### src/rtl/ps2_scan_decoder_pkg.sv
// Shared constants for the PS/2 scan decoder: note table, prefix bytes, FSM state type.
package ps2_pkg;

    localparam int NUM_NOTES = 12;

    localparam logic [7:0] NOTE_00 = 8'h1A;
    localparam logic [7:0] NOTE_01 = 8'h1B;
    localparam logic [7:0] NOTE_02 = 8'h22;
    localparam logic [7:0] NOTE_03 = 8'h23;
    localparam logic [7:0] NOTE_04 = 8'h21;
    localparam logic [7:0] NOTE_05 = 8'h2A;
    localparam logic [7:0] NOTE_06 = 8'h34;
    localparam logic [7:0] NOTE_07 = 8'h32;
    localparam logic [7:0] NOTE_08 = 8'h33;
    localparam logic [7:0] NOTE_09 = 8'h31;
    localparam logic [7:0] NOTE_10 = 8'h3B;
    localparam logic [7:0] NOTE_11 = 8'h3A;

    localparam logic [7:0] PS2_BREAK = 8'hF0;
    localparam logic [7:0] PS2_EXT   = 8'hE0;

    typedef enum logic [1:0] {
        ST_IDLE    = 2'd0,
        ST_EXT     = 2'd1,
        ST_BRK     = 2'd2,
        ST_EXT_BRK = 2'd3
    } ps2_state_t;

    function automatic logic [7:0] note_code(input logic [3:0] idx);
        logic [7:0] code;
        case (idx)
            4'd0:    code = NOTE_00;
            4'd1:    code = NOTE_01;
            4'd2:    code = NOTE_02;
            4'd3:    code = NOTE_03;
            4'd4:    code = NOTE_04;
            4'd5:    code = NOTE_05;
            4'd6:    code = NOTE_06;
            4'd7:    code = NOTE_07;
            4'd8:    code = NOTE_08;
            4'd9:    code = NOTE_09;
            4'd10:   code = NOTE_10;
            4'd11:   code = NOTE_11;
            default: code = 8'h00;
        endcase
        return code;
    endfunction

endpackage

### src/rtl/ps2_scan_decoder_if.sv
// Byte-in / event-out bundle between the PS/2 byte receiver, this decoder and the note logic.
interface ps2_scan_decoder_if;
    import ps2_pkg::*;

    logic                 byte_valid;
    logic [7:0]           byte_in;
    logic                 event_valid;
    logic [7:0]           event_code;
    logic                 event_break;
    logic                 event_ext;
    logic [NUM_NOTES-1:0] held_mask;
    logic [7:0]           key_code;
    logic                 key_down;

    modport master (
        output byte_valid, byte_in,
        input  event_valid, event_code, event_break, event_ext,
        input  held_mask, key_code, key_down
    );

    modport slave (
        input  byte_valid, byte_in,
        output event_valid, event_code, event_break, event_ext,
        output held_mask, key_code, key_down
    );

endinterface

### src/rtl/ps2_scan_decoder_lookup.sv
// Combinational note table: scan code -> note index, and held mask -> lowest-index held note code.
module ps2_note_lookup
    import ps2_pkg::*;
(
    input  logic [7:0]           code,
    input  logic [NUM_NOTES-1:0] mask,
    output logic                 hit,
    output logic [3:0]           index,
    output logic [7:0]           lowest_code
);

    always_comb begin
        hit   = 1'b1;
        index = 4'd0;
        case (code)
            NOTE_00: index = 4'd0;
            NOTE_01: index = 4'd1;
            NOTE_02: index = 4'd2;
            NOTE_03: index = 4'd3;
            NOTE_04: index = 4'd4;
            NOTE_05: index = 4'd5;
            NOTE_06: index = 4'd6;
            NOTE_07: index = 4'd7;
            NOTE_08: index = 4'd8;
            NOTE_09: index = 4'd9;
            NOTE_10: index = 4'd10;
            NOTE_11: index = 4'd11;
            default: hit   = 1'b0;
        endcase
    end

    // Scanning from the top down lets the lowest set bit overwrite the others.
    always_comb begin
        lowest_code = 8'h00;
        for (int i = NUM_NOTES - 1; i >= 0; i--) begin
            if (mask[i]) lowest_code = note_code(4'(i));
        end
    end

endmodule

### src/rtl/ps2_scan_decoder.sv
// PS/2 scan-byte decoder: F0/E0 prefix FSM, make/break events, held-note mask and current note.
// Optional prefix-state timeout enabled by defining PS2_PREFIX_TIMEOUT_EN.
module ps2_scan_decoder
    import ps2_pkg::*;
#(
    parameter int TIMEOUT_CYCLES = 1_000_000
)(
    input  logic               clock,
    input  logic               resetn,
    ps2_scan_decoder_if.slave  bus
);

    if (TIMEOUT_CYCLES < 1) begin : g_bad_timeout
        $error("TIMEOUT_CYCLES must be at least 1");
    end

    ps2_state_t           state, next_state, state_d;
    logic                 is_data, is_ext, is_brk;
    logic                 note_hit, held_hit, emit;
    logic [3:0]           note_index;
    logic [7:0]           fallback_code;
    logic [NUM_NOTES-1:0] note_bit, cleared_mask, held_mask, mask_n;
    logic [7:0]           key_code, key_n;
    logic                 event_valid, event_break, event_ext;
    logic [7:0]           event_code;

    always_comb begin
        next_state = state;
        is_data    = 1'b0;
        is_ext     = 1'b0;
        is_brk     = 1'b0;
        if (bus.byte_valid) begin
            case (state)
                ST_IDLE: begin
                    if (bus.byte_in == PS2_EXT)        next_state = ST_EXT;
                    else if (bus.byte_in == PS2_BREAK) next_state = ST_BRK;
                    else                               is_data = 1'b1;
                end
                ST_EXT: begin
                    if (bus.byte_in == PS2_BREAK) next_state = ST_EXT_BRK;
                    else begin
                        is_data    = 1'b1;
                        is_ext     = 1'b1;
                        next_state = ST_IDLE;
                    end
                end
                ST_BRK: begin
                    is_data    = 1'b1;
                    is_brk     = 1'b1;
                    next_state = ST_IDLE;
                end
                default: begin
                    is_data    = 1'b1;
                    is_ext     = 1'b1;
                    is_brk     = 1'b1;
                    next_state = ST_IDLE;
                end
            endcase
        end
    end

    assign note_bit     = NUM_NOTES'(1) << note_index;
    assign cleared_mask = held_mask & ~note_bit;
    assign held_hit     = |(held_mask & note_bit);

    ps2_note_lookup u_lookup (
        .code        (bus.byte_in),
        .mask        (cleared_mask),
        .hit         (note_hit),
        .index       (note_index),
        .lowest_code (fallback_code)
    );

    // Note keys are filtered for typematic repeats and stray breaks; everything else always reports.
    always_comb begin
        emit   = 1'b0;
        mask_n = held_mask;
        key_n  = key_code;
        if (is_data) begin
            if (!is_ext && note_hit) begin
                if (!is_brk) begin
                    if (!held_hit) begin
                        emit   = 1'b1;
                        mask_n = held_mask | note_bit;
                        key_n  = bus.byte_in;
                    end
                end else if (held_hit) begin
                    emit   = 1'b1;
                    mask_n = cleared_mask;
                    if (key_code == bus.byte_in) key_n = fallback_code;
                end
            end else begin
                emit = 1'b1;
            end
        end
    end

`ifdef PS2_PREFIX_TIMEOUT_EN
    localparam int CNT_W = $clog2(TIMEOUT_CYCLES + 1);
    logic [CNT_W-1:0] idle_count;
    logic             timeout_hit;

    assign timeout_hit = (state != ST_IDLE) && !bus.byte_valid &&
                         (idle_count == CNT_W'(TIMEOUT_CYCLES - 1));
    assign state_d     = timeout_hit ? ST_IDLE : next_state;

    always_ff @(posedge clock or negedge resetn) begin
        if (!resetn)
            idle_count <= '0;
        else if (state == ST_IDLE || bus.byte_valid || timeout_hit)
            idle_count <= '0;
        else
            idle_count <= idle_count + 1'b1;
    end
`else
    assign state_d = next_state;
`endif

    always_ff @(posedge clock or negedge resetn) begin
        if (!resetn) begin
            state       <= ST_IDLE;
            event_valid <= 1'b0;
            event_code  <= 8'h00;
            event_break <= 1'b0;
            event_ext   <= 1'b0;
            held_mask   <= '0;
            key_code    <= 8'h00;
        end else begin
            state       <= state_d;
            event_valid <= emit;
            if (emit) begin
                event_code  <= bus.byte_in;
                event_break <= is_brk;
                event_ext   <= is_ext;
            end
            held_mask <= mask_n;
            key_code  <= key_n;
        end
    end

    assign bus.event_valid = event_valid;
    assign bus.event_code  = event_code;
    assign bus.event_break = event_break;
    assign bus.event_ext   = event_ext;
    assign bus.held_mask   = held_mask;
    assign bus.key_code    = key_code;
    assign bus.key_down    = |held_mask;

endmodule

### src/flat_wrapper.sv
// flat-port wrapper written by rule: the top's interface ports become plain ports
module ps2_scan_decoder_flat import ps2_pkg::*;
#(
    parameter int TIMEOUT_CYCLES = 1_000_000
)
  (clock, resetn, bus_byte_valid, bus_byte_in, bus_event_valid, bus_event_code, bus_event_break, bus_event_ext, bus_held_mask, bus_key_code, bus_key_down);
  ps2_scan_decoder_if bus_i ();
  input  logic clock;
  input  logic resetn;
  input wire logic [$bits(bus_i.byte_valid)-1:0] bus_byte_valid;
  input wire logic [$bits(bus_i.byte_in)-1:0] bus_byte_in;
  output wire logic [$bits(bus_i.event_valid)-1:0] bus_event_valid;
  output wire logic [$bits(bus_i.event_code)-1:0] bus_event_code;
  output wire logic [$bits(bus_i.event_break)-1:0] bus_event_break;
  output wire logic [$bits(bus_i.event_ext)-1:0] bus_event_ext;
  output wire logic [$bits(bus_i.held_mask)-1:0] bus_held_mask;
  output wire logic [$bits(bus_i.key_code)-1:0] bus_key_code;
  output wire logic [$bits(bus_i.key_down)-1:0] bus_key_down;
  assign bus_i.byte_valid = bus_byte_valid;
  assign bus_i.byte_in = bus_byte_in;
  assign bus_event_valid = bus_i.event_valid;
  assign bus_event_code = bus_i.event_code;
  assign bus_event_break = bus_i.event_break;
  assign bus_event_ext = bus_i.event_ext;
  assign bus_held_mask = bus_i.held_mask;
  assign bus_key_code = bus_i.key_code;
  assign bus_key_down = bus_i.key_down;
  ps2_scan_decoder #(.TIMEOUT_CYCLES(TIMEOUT_CYCLES)) u_core (.clock(clock), .resetn(resetn), .bus(bus_i));
endmodule
### config.mk
export PLATFORM = sky130hd
export DESIGN_NAME = ps2_scan_decoder_flat
export DESIGN_NICKNAME = d
export VERILOG_FILES = /design/src/rtl/ps2_scan_decoder_pkg.sv /design/src/rtl/ps2_scan_decoder_if.sv /design/src/rtl/ps2_scan_decoder_lookup.sv /design/src/rtl/ps2_scan_decoder.sv /design/src/flat_wrapper.sv
export SDC_FILE = /design/constraint.sdc
export NUM_CORES = 1
export LEC_CHECK = 0
export BUFFER_PORTS_ARGS = -buffer_cell sky130_fd_sc_hd__buf_2
export CAP_MARGIN = 20
export CORE_UTILIZATION = 55
export DETAILED_ROUTE_END_ITERATION = 10
export PLACE_DENSITY = 0.82
export SETUP_SLACK_MARGIN = 0.5
export SYNTH_ARGS = -nofsm -noshare
export SYNTH_HDL_FRONTEND = slang
export SYNTH_HIERARCHICAL = 1
export SYNTH_SLANG_ARGS = --single-unit
### constraint.sdc
create_clock -name clock -period 3.2 [get_ports clock]
set_clock_uncertainty 0.1 [all_clocks]
set_input_delay 0.64 -clock clock [delete_from_list [all_inputs] [get_ports clock]]
set_output_delay 0.64 -clock clock [all_outputs]
set_load 0.005 [all_outputs]
==> metrics.md <==
| Metric | Value |
|---|---|
| Status | finished with violations |
| Failing checks | setup timing |
| Asr flop ratio synth | 100.0% |
| CTS Buf Count | 5 |
| Min cycle time layout | around 3.6 ns |
| GRT Total Usage | between 30% and 40% |
| Setup crit end kind | flip-flop |
| FF-to-FF path depth | 10 |
| Global placement routability congestion | between 0.8 and 0.9 |
| Clock Latency Late Sink | approximately 0.28 ns |
| Max Freq | 276.8 MHz |
| Clock transition at path regs | around 0.070 ns |
| DRC viols | 0 |
| Initial Utilization | 57.89% |
| Reg-to-Reg End | u_core/bus.key_code[2] |
| CP max FO | 8 |
| Hold buffer count at CTS | 0 |
| Synth Register Bits | 33 |
| Slew at the pin with the worst max-slew slack | 0.7747 ns |
| Worst min path class | input port to asynchronous set/reset pin |
| Antenna diodes | 0 |
| H-tree levels | 2 |
| Register area share after synthesis | approximately 35% |
| First-pass GRT wire length | 12430 um |
| Root buf cell | clkbuf_8 |
| Final clock period utilization by the worst path | 112.9% |
| P&R area growth vs syn | 50.48% |
| Full die area | 4505 um2 |
| DR WL/cell | ~21 um |
| Design area | approximately 3500 um2 |
| Max Slew Vio Count | 0 |
| Most frequent cells in the layout | buf_4, buf_2, dfrtp_1 |
| Port bufs | 42 |
| Final setup TNS | -10.39 ns |
| Largest stage delay, worst path | around 0.33 ns |
| DRT iter0 DRCs | 282 |
| Syn_area_per_cell | approximately 10 um2 |
| Slowest cell on crit path | mux2_4 |
| Placed Area | 3034 um2 |
| Vias in the first global route | approximately 2300 |
| Die width | approximately 67 um |
| Crit Path Category | input port to flip-flop |
| Num rows | 23 |
| Post-DP HPWL | around 4800 um |
| Synth warn | 6 |
| Total gr overflow | 0 |
| Max clock buf depth | 2 |
| Hold Fails Final Rpt | 0 |
| Netlist Area Pre-Place | around 2300 um2 |
| Syn Inst Count | ~230 |
| Vias | 2439 |
| Max_cap viols | 0 |
| Final wirelength | ~8100 um |
| Most used DFF post-synth | dfrtp_1 |
| Core Area | between 4000 and 5000 um2 |
| # setup viols final | 31 |
| Pwr dens | ~360 nW/um2 |
| CP Launch Type | input port |
| Post-synth EDFFs | 0 |
| Crit path cell chain | buf_8 > buf_4 > nor4b_2 > buf_4 > o2bb2ai_4 > mux2_4 > nand3_2 > nand4_1 > or2_4 > ha_4 > nand4b_1 > nor4_1 > a21o_1 > buf_12 > mux2_4 |
| Nets@finish | 350 |
| Synth cell types | 57 |
| Worst vdd ir | approximately 300 uV |
| Leak Pwr | approximately 1.7 nW |
| Worst Path Arrival | approximately 3.7 ns |
| DR vias/cell | ~6.3 |
| Worst endpoint required time | around 3.3 ns |
| Commonest non-fill, non-tap cell in the layout | buf_4 |
| Initial antenna violation count | 0 |
| Die Y | between 60 and 70 um |
| ANT nets after route | 0 |
| TritonCTS clock tree | yes |
| I/O pin total | 43 |
| # clock sinks | 33 |
| R2R Setup Slk | between 0.3 and 0.4 ns |
| Slew HR | 48.35% |
| Layout cell share with drive strength beyond 1 | approximately three fifths |
| Largest net degree at the start of global routing | 34 |
| RSZ-0062 raised after global routing | yes |
| Setup WS post-layout | -0.4125 ns |
| First drt pass iteration count | 4 |
-- cells by family (layout without fill, tap and decap cells) --
logic type | Yosys count | count (layout) | share of synthesized area (%)
buffers and inverters | 22 | 126 | 5.311
AOI/OAI and AO/OA | 41 | 41 | 13.20
other | 1 | 2 | 0.1608
and+or+nand+nor | 87 | 87 | 21.78
muxes | 39 | 39 | 20.23
DFF | 33 | 33 | 35.41
xor gates and xnor gates | 9 | 9 | 3.380
adders and majority gates | 1 | 1 | 0.5364
-- worst max-delay path, delay by kind of cell --
family          cells  cell delay [ns]
simple gates        6             1.32
mux                 2             0.63
buf+inv             4             0.58
compound gates      2             0.33
fa+ha+maj           1             0.16
-- layout make-up --
class	count	area [um2]
repair buffers	111	838.3
clock buffers	7	86.33
inverters	8	30.03
multi-input cells	179	1667
fillers	190	519.2
flip-flops and latches	33	825.8
well taps	50	62.56
-- metrics by stage --
step	hold WS (ns)	total power [mW]	cells	utilization [%]	worst slack [ns]
5_1_grt	0.3855	1.320	388	87.11	-0.5703
4_1_cts	0.3583	1.226	385	85.81	-0.2297
3_5_place_dp	0.3883	0.8675	365	75.31	-0.6407
2_1_floorplan	0.2444	0.7181	234	-	-0.1767
3_3_place_gp	0.3773	0.8527	365	75.31	-0.5683
6_report	0.3307	1.260	388	87.11	-0.4125
-- repair_timing --
action | CTS | global route
setup buffers | 12 | 3
pin swaps | 24 | 13
resized for setup | 57 | 5
gates cloned | 1 | 0
endpoints found under the setup margin | 31 | 31
-- metal layers --
layer  routed length, um  track usage, %  vias up
met2                3943           62.25      147
met4                 234           12.77        0
met1                3310           48.21     1201
met5                   0               0        -
li1                    -               -     1060
met3                 633           9.589       31
-- cell usage after synthesis (6+ instances only) --
cell type,count,area (um2)
mux2_2,22,247.7
a21boi_0,10,75.07
nand3b_1,6,45.04
mux2_4,9,135.1
xnor2_1,8,70.07
nand2_1,12,45.04
nor2_1,20,75.07
mux2_1,7,78.83
nor3_1,6,30.03
dfrtp_1,33,825.8
inv_1,8,30.03
-- report_power, final --
group          switching (mW)  total, mW  internal (mW)
Combinational           0.165      0.415          0.250
Clock                   0.149      0.320          0.171
Sequential             0.0545      0.524          0.470
Total                   0.369       1.26          0.891
-- worst max path at each step --
stage,slack [ns],depth (start not counted),startpoint,end
detailed placement,-0.64,12,bus_byte_in[3],u_core/bus.key_code[4]
floorplan,-0.18,15,bus_byte_in[3],u_core/bus.event_break
global placement,-0.57,14,bus_byte_in[3],u_core/bus.key_code[6]
CTS,-0.23,16,bus_byte_in[1],u_core/bus.key_code[2]
global route,-0.57,17,bus_byte_in[2],u_core/bus.key_code[5]
finish,-0.41,15,bus_byte_in[2],u_core/bus.key_code[2]
(Power assumes the default switching activity.)
